$ cat src/rtl/regfile_wb_arbiter_pkg.sv
// Shared encodings for the register-file write-port arbiter and its scoreboard.
// Pure declarations: no logic, no latency.
package regfile_wb_arbiter_pkg;

  localparam int REG_ADDR_W = 5;
  localparam int XLEN       = 32;
  localparam int NUM_REGS   = 1 << REG_ADDR_W;

  typedef enum logic [1:0] {
    GRANT_NONE = 2'd0,
    GRANT_WB   = 2'd1,
    GRANT_MC   = 2'd2
  } grant_e;

  typedef enum logic {
    WB_PRI = 1'b0,
    MC_PRI = 1'b1
  } pri_e;

endpackage

$ cat src/rtl/regfile_wb_arbiter_reg_scoreboard.sv
// Busy scoreboard of registers awaiting a multi-cycle result; set on issue, cleared on MC commit.
// issue_ready and lookups are combinational from the registered vector; updates land on the next edge.
module reg_scoreboard
  import regfile_wb_arbiter_pkg::*;
(
  input  logic                  clk,
  input  logic                  reset,
  input  logic                  issue_valid,
  input  logic [REG_ADDR_W-1:0] issue_rd,
  output logic                  issue_ready,
  input  logic                  clr_en,
  input  logic [REG_ADDR_W-1:0] clr_rd,
  input  logic [REG_ADDR_W-1:0] chk_rs1,
  input  logic [REG_ADDR_W-1:0] chk_rs2,
  output logic                  rs1_busy,
  output logic                  rs2_busy
);

  logic [NUM_REGS-1:0] busy;
  logic [NUM_REGS-1:0] busy_nxt;

  assign issue_ready = !reset && !busy[issue_rd];
  assign rs1_busy    = busy[chk_rs1];
  assign rs2_busy    = busy[chk_rs2];

  always_comb begin
    busy_nxt = busy;
    if (clr_en)
      busy_nxt[clr_rd] = 1'b0;
    if (issue_valid && issue_ready)
      busy_nxt[issue_rd] = 1'b1;
    // x0 never has a pending result
    busy_nxt[0] = 1'b0;
  end

  always_ff @(posedge clk) begin
    if (reset)
      busy <= '0;
    else
      busy <= busy_nxt;
  end

endmodule

$ cat src/rtl/regfile_wb_arbiter.sv
// Shares the register-file write port between pipeline writeback and a multi-cycle unit with anti-starvation.
// Zero-latency combinational grant; losing requester sees ready low and must hold its request.
module regfile_wb_arbiter
  import regfile_wb_arbiter_pkg::*;
#(
  parameter int unsigned MAX_WAIT = 4
) (
  input  logic                  clk,
  input  logic                  reset,
  input  logic                  wb_valid,
  input  logic [REG_ADDR_W-1:0] wb_rd,
  input  logic [XLEN-1:0]       wb_data,
  output logic                  wb_ready,
  input  logic                  mc_valid,
  input  logic [REG_ADDR_W-1:0] mc_rd,
  input  logic [XLEN-1:0]       mc_data,
  output logic                  mc_ready,
  input  logic                  issue_valid,
  input  logic [REG_ADDR_W-1:0] issue_rd,
  output logic                  issue_ready,
  input  logic [REG_ADDR_W-1:0] chk_rs1,
  input  logic [REG_ADDR_W-1:0] chk_rs2,
  output logic                  rs1_busy,
  output logic                  rs2_busy,
  output logic                  rf_we,
  output logic [REG_ADDR_W-1:0] rf_a3,
  output logic [XLEN-1:0]       rf_wd
);

  localparam logic [3:0] WAIT_LAST = 4'(MAX_WAIT - 1);
  localparam logic [3:0] WAIT_SAT  = 4'(MAX_WAIT);

  pri_e       pri;
  logic [3:0] wait_cnt;
  grant_e     grant;
  logic       mc_grant;

  always_comb begin
    grant = GRANT_NONE;
    if (!reset) begin
      if (pri == WB_PRI) begin
        if (wb_valid)      grant = GRANT_WB;
        else if (mc_valid) grant = GRANT_MC;
      end else begin
        if (mc_valid)      grant = GRANT_MC;
        else if (wb_valid) grant = GRANT_WB;
      end
    end
  end

  assign mc_grant = (grant == GRANT_MC);
  assign wb_ready = wb_valid && (grant == GRANT_WB);
  assign mc_ready = mc_valid && mc_grant;

  always_comb begin
    rf_we = 1'b0;
    rf_a3 = '0;
    rf_wd = '0;
    if (grant == GRANT_WB) begin
      rf_we = (wb_rd != '0);
      rf_a3 = wb_rd;
      rf_wd = wb_data;
    end else if (grant == GRANT_MC) begin
      rf_we = (mc_rd != '0);
      rf_a3 = mc_rd;
      rf_wd = mc_data;
    end
  end

  always_ff @(posedge clk) begin
    if (reset) begin
      pri      <= WB_PRI;
      wait_cnt <= '0;
    end else begin
      if (!mc_valid || mc_grant)
        wait_cnt <= '0;
      else if (wait_cnt != WAIT_SAT)
        wait_cnt <= wait_cnt + 4'd1;

      case (pri)
        WB_PRI: if (mc_valid && !mc_grant && wait_cnt == WAIT_LAST) pri <= MC_PRI;
        MC_PRI: if (mc_grant || !mc_valid) pri <= WB_PRI;
        default: pri <= WB_PRI;
      endcase
    end
  end

  reg_scoreboard u_scoreboard (
    .clk         (clk),
    .reset       (reset),
    .issue_valid (issue_valid),
    .issue_rd    (issue_rd),
    .issue_ready (issue_ready),
    .clr_en      (mc_ready),
    .clr_rd      (mc_rd),
    .chk_rs1     (chk_rs1),
    .chk_rs2     (chk_rs2),
    .rs1_busy    (rs1_busy),
    .rs2_busy    (rs2_busy)
  );

endmodule

$ cat config.mk
export PLATFORM = sky130hd
export DESIGN_NAME = regfile_wb_arbiter
export DESIGN_NICKNAME = d
export VERILOG_FILES = /design/src/rtl/regfile_wb_arbiter_pkg.sv /design/src/rtl/regfile_wb_arbiter_reg_scoreboard.sv /design/src/rtl/regfile_wb_arbiter.sv
export SDC_FILE = /design/constraint.sdc
export NUM_CORES = 1
export LEC_CHECK = 0
export CORE_MARGIN = 4
export CORE_UTILIZATION = 40
export CTS_CLUSTER_SIZE = 40
export DETAILED_ROUTE_END_ITERATION = 16
export PLACE_DENSITY = 0.78
export SYNTH_ARGS = -nofsm -noshare
export SYNTH_HDL_FRONTEND = slang
export SYNTH_SLANG_ARGS = --single-unit
$ cat constraint.sdc
create_clock -name clk -period 3.45 [get_ports clk]
set_input_delay 0.5175 -clock clk [delete_from_list [all_inputs] [get_ports clk]]
set_output_delay 0.5175 -clock clk [all_outputs]
set_load 0.02 [all_outputs]
==> summary.txt, run 1 <==
Floorplanning
  • Die width: 94.7 microns
  • # rows: 31
  • Core area: 7290 sq um
  • IO Count: 137
  • Starting Density: slightly above 40%
  • Die H: around 95 microns
  • Area of the die: roughly 9000 sq um

Clocking
  • Clock root cell: clkbuf_8
  • Clock latency on the worst-skew pair: between 200 and 300 ps
  • Clock-pin slew on the worst setup and hold paths: 70 ps
  • CTS Buf Count: 5
  • Clock tree buffer depth: 2
  • TritonCTS clock tree: yes
  • H-tree levels: 2
  • Sink Count: 36
  • Hold-fix buffers, CTS: 0

Route
  • Detailed-route via count: between 3000 and 4000
  • DRC Markers: 0
  • Routed WL: about 11 mm
  • Iteration-0 DRC Markers: a little over 300
  • Via density: around 5.8
  • First drt pass iteration count: 5
  • DRT antenna net count: 0
  • Routed WL per cell: roughly 19 microns

Logic synthesis
  • Synth Area in Adders: less than 1%
  • Yosys top cell area share: 24.0%
  • Async set-or-reset flop fraction in the synthesized netlist: 0%
  • Synth Area in Simple Gates: roughly 26%
  • Most common cell in the synthesized netlist: o21ai_0
  • Synthesized flop and latch total: 36
  • Syn Nets: 445
  • Top post-synthesis cells by count: o21ai_0, a22o_1, dfxtp_1
  • Post-synthesis instance total: between 300 and 400
  • Area leader, netlist: dfxtp_1
  • Sequential fraction of the synthesis area: a little under a quarter
  • Synth Cell Area: 3000 sq um
  • Compound-cell area share of the yosys netlist: 25.2%
  • Xor/xnor share of the synthesized area: less than 1%
  • Post-synth EDFFs: 0
  • Main combinational cell family by area after synthesis: simple AND/OR/NAND/NOR gates
  • Yosys cell types: 48
  • Top area cells in the synthesized netlist: dfxtp_1, mux4_2, a22o_1, o21ai_0, nor2b_1
  • Mux cell area share after synthesis: roughly 18%
  • Syn Area/Cell: 8.61 sq um
  • Synth warn: 0
  • Top FF cell, synth: dfxtp_1

Layout
  • Layout Cells excl Fill: 586
  • Nets: 582
  • Diode count: 0
  • Share of cells above drive strength 1: 11.9%
  • Area of the multi-input gates: around 2100 sq um
  • Syn-to-layout area delta: 54.0%
  • FILL cells: about 660
  • Sequential Area: 721 sq um

Worst setup path
  • Crit start category: primary input
  • Crit-path slowest cell: clkdlybuf4s50_1
  • Most frequent CP cell: clkdlybuf4s50_1
  • Buf/Inv on CP: 3
  • Data required, critical path: just under 3000 ps
  • Crit path arrival time: between 2000 and 3000 ps
  • Cells along the critical path: clkdlybuf4s50_1, buf_4, mux4_2, mux2_2, nand3_1, nand4_1, clkdlybuf4s50_1
  • CP max stage delay: ~550 ps
  • Crit Path Max Fanout: 10
  • WS Path Type: primary input to primary output
  • Cell family with most CP delay: buffers and inverters
  • Worst setup EP type: primary output

STA
  • Max transition margin: roughly 64%
  • Hold Violations, Final: 0
  • Slew Viols, Final: 0
  • Fin crit period: ~3200 ps
  • Fmax achieved: 310 MHz
  • Period utilisation layout: between 90 and 100%
  • Final Setup Violations: 0
  • Unrepaired setup endpoints after global routing: false
  • Final setup margin: approximately 220 ps
  • Final Skew: roughly 5.5 ps
  • Setup TNS: 0 ps
  • Measured slew at the worst slew-check pin: ~540 ps

Place
  • # placed instances: about 580
  • Hpwl dp: 9.09 mm
  • IO buf count: 136
  • DP Worst Slack: between 10 and 15 ps
  • Final Wtd Congestion: just over 0.9

Pwr
  • PD cells: between 200 and 250 nW/um^2
  • Clock Power Share: ~27%
  • Comb power frac: between 30 and 40%
  • Net Switching: 329 uW
  • Max IR drop VDD: between 100 and 150 uV
  • Flop pwr share: approximately two fifths
  • Cell-internal power: about 780 uW
  • Leakage Power: 1.70 nW
  • Switching portion of total power: 29.8%

Global route
  • Initial antenna violation count: 0
  • Largest net degree at the start of global routing: 40
  • GR Util All Layers: between 20% and 30%
  • Global-route wire length before repair: 17.5 mm
  • Grt ovf: 0
  • Vias in the first global route: roughly 3400

Run
  • Max cap viols: 0

Worst hold path
  • Worst Hold Class: register to register

Run status
  • Status: completed
[sequential cells by signal, indices dropped and copies added, names as in the netlist]
register / count
u_scoreboard.busy: 31
wait_cnt: 4
pri: 1
[metrics by stage]
stage	hold slack, ps	cell area [sq um]	utilization, %	total power [mW]
after floorplan	451	3000	-	0.599
after global placement	476	4540	62.2	0.811
after detailed placement	487	4540	62.2	0.815
after CTS	500	4620	63.4	1.11
after global routing	539	4630	63.5	1.15
final	504	4630	63.5	1.11
[final cells by class]
type,instances,share of cell area [%]
tap,99,2.68
clock buffer,5,1.49
clock inverter,3,0.406
sequential,36,15.6
inverter,2,0.162
timing repair buffer,157,33.7
multi-input combinational,284,46.0
[routing by layer]
layer,GRT usage (%),routed length (microns)
met1,28.2,4160
met2,44.3,5570
met3,9.16,1290
met4,8.41,316
met5,0,0
[cells in the final DEF, fill, tap and decap left out, types with 3 or more instances in the layout]
cell type | netlist | layout
a21oi_1 | 7 | 7
a22o_1 | 37 | 37
and2b_2 | 4 | 4
buf_12 | 0 | 3
buf_4 | 2 | 18
clkbuf_8 | 2 | 5
clkdlybuf4s50_1 | 0 | 135
dfxtp_1 | 36 | 36
mux2_2 | 4 | 4
mux2i_1 | 12 | 12
mux4_2 | 15 | 15
nand2_1 | 20 | 20
nand2b_1 | 10 | 10
nand3_1 | 11 | 11
nand3b_1 | 10 | 10
nand4_1 | 4 | 4
nand4b_1 | 4 | 4
nor2_1 | 13 | 13
nor2b_1 | 31 | 31
nor3_1 | 4 | 4
o21ai_0 | 60 | 60
o21ai_1 | 4 | 4
[power groups by stage]
stage / clock (mW) / sequential, mW / combinational (mW)
after detailed placement: 0 / 0.435 / 0.379
final: 0.298 / 0.426 / 0.381
after global routing: 0.323 / 0.426 / 0.405
after global placement: 0 / 0.435 / 0.376
after floorplan: 0 / 0.433 / 0.166
after CTS: 0.303 / 0.425 / 0.382
[worst paths after layout]
check | startpoint | endpoint | slack (ps) | cells past startpoint
max reg2reg | u_scoreboard.busy[31] | u_scoreboard.busy[28] | 1840 | 5
min | wait_cnt[3] | pri | 500 | 1
max | chk_rs1[0] | rs1_busy | 220 | 7
min reg2reg | wait_cnt[3] | pri | 500 | 1
[worst reg2reg max path: stages, from the launching register on]
cell	delay, ps
dfxtp_1	340
mux4_2	490
a22oi_2	190
buf_4	140
nand4_1	170
o21ai_0	210
[kinds of logic (layout without fill, tap and decap cells)]
| group | after synthesis | count (layout) |
|---|---|---|
| flops | 36 | 36 |
| simple gates | 131 | 131 |
| mux | 33 | 33 |
| buf+inv | 29 | 167 |
| fa+ha+maj | 2 | 2 |
| compound gates | 117 | 117 |
| xor+xnor | 1 | 1 |
[what timing repair did]
| action | CTS | global route |
|---|---|---|
| setup buffers | 0 | 0 |
| gates resized for setup | 0 | 1 |
| endpoints found under the setup margin | 0 | 1 |
No activity file was read; power rests on OpenSTA's default activity.
==> inputs of run 2 (changes only) <==
TNS_END_PERCENT = 5   (was not set)
==> results of run 2 <==
Final layout, timing and power as in run 1 (identical DEF).
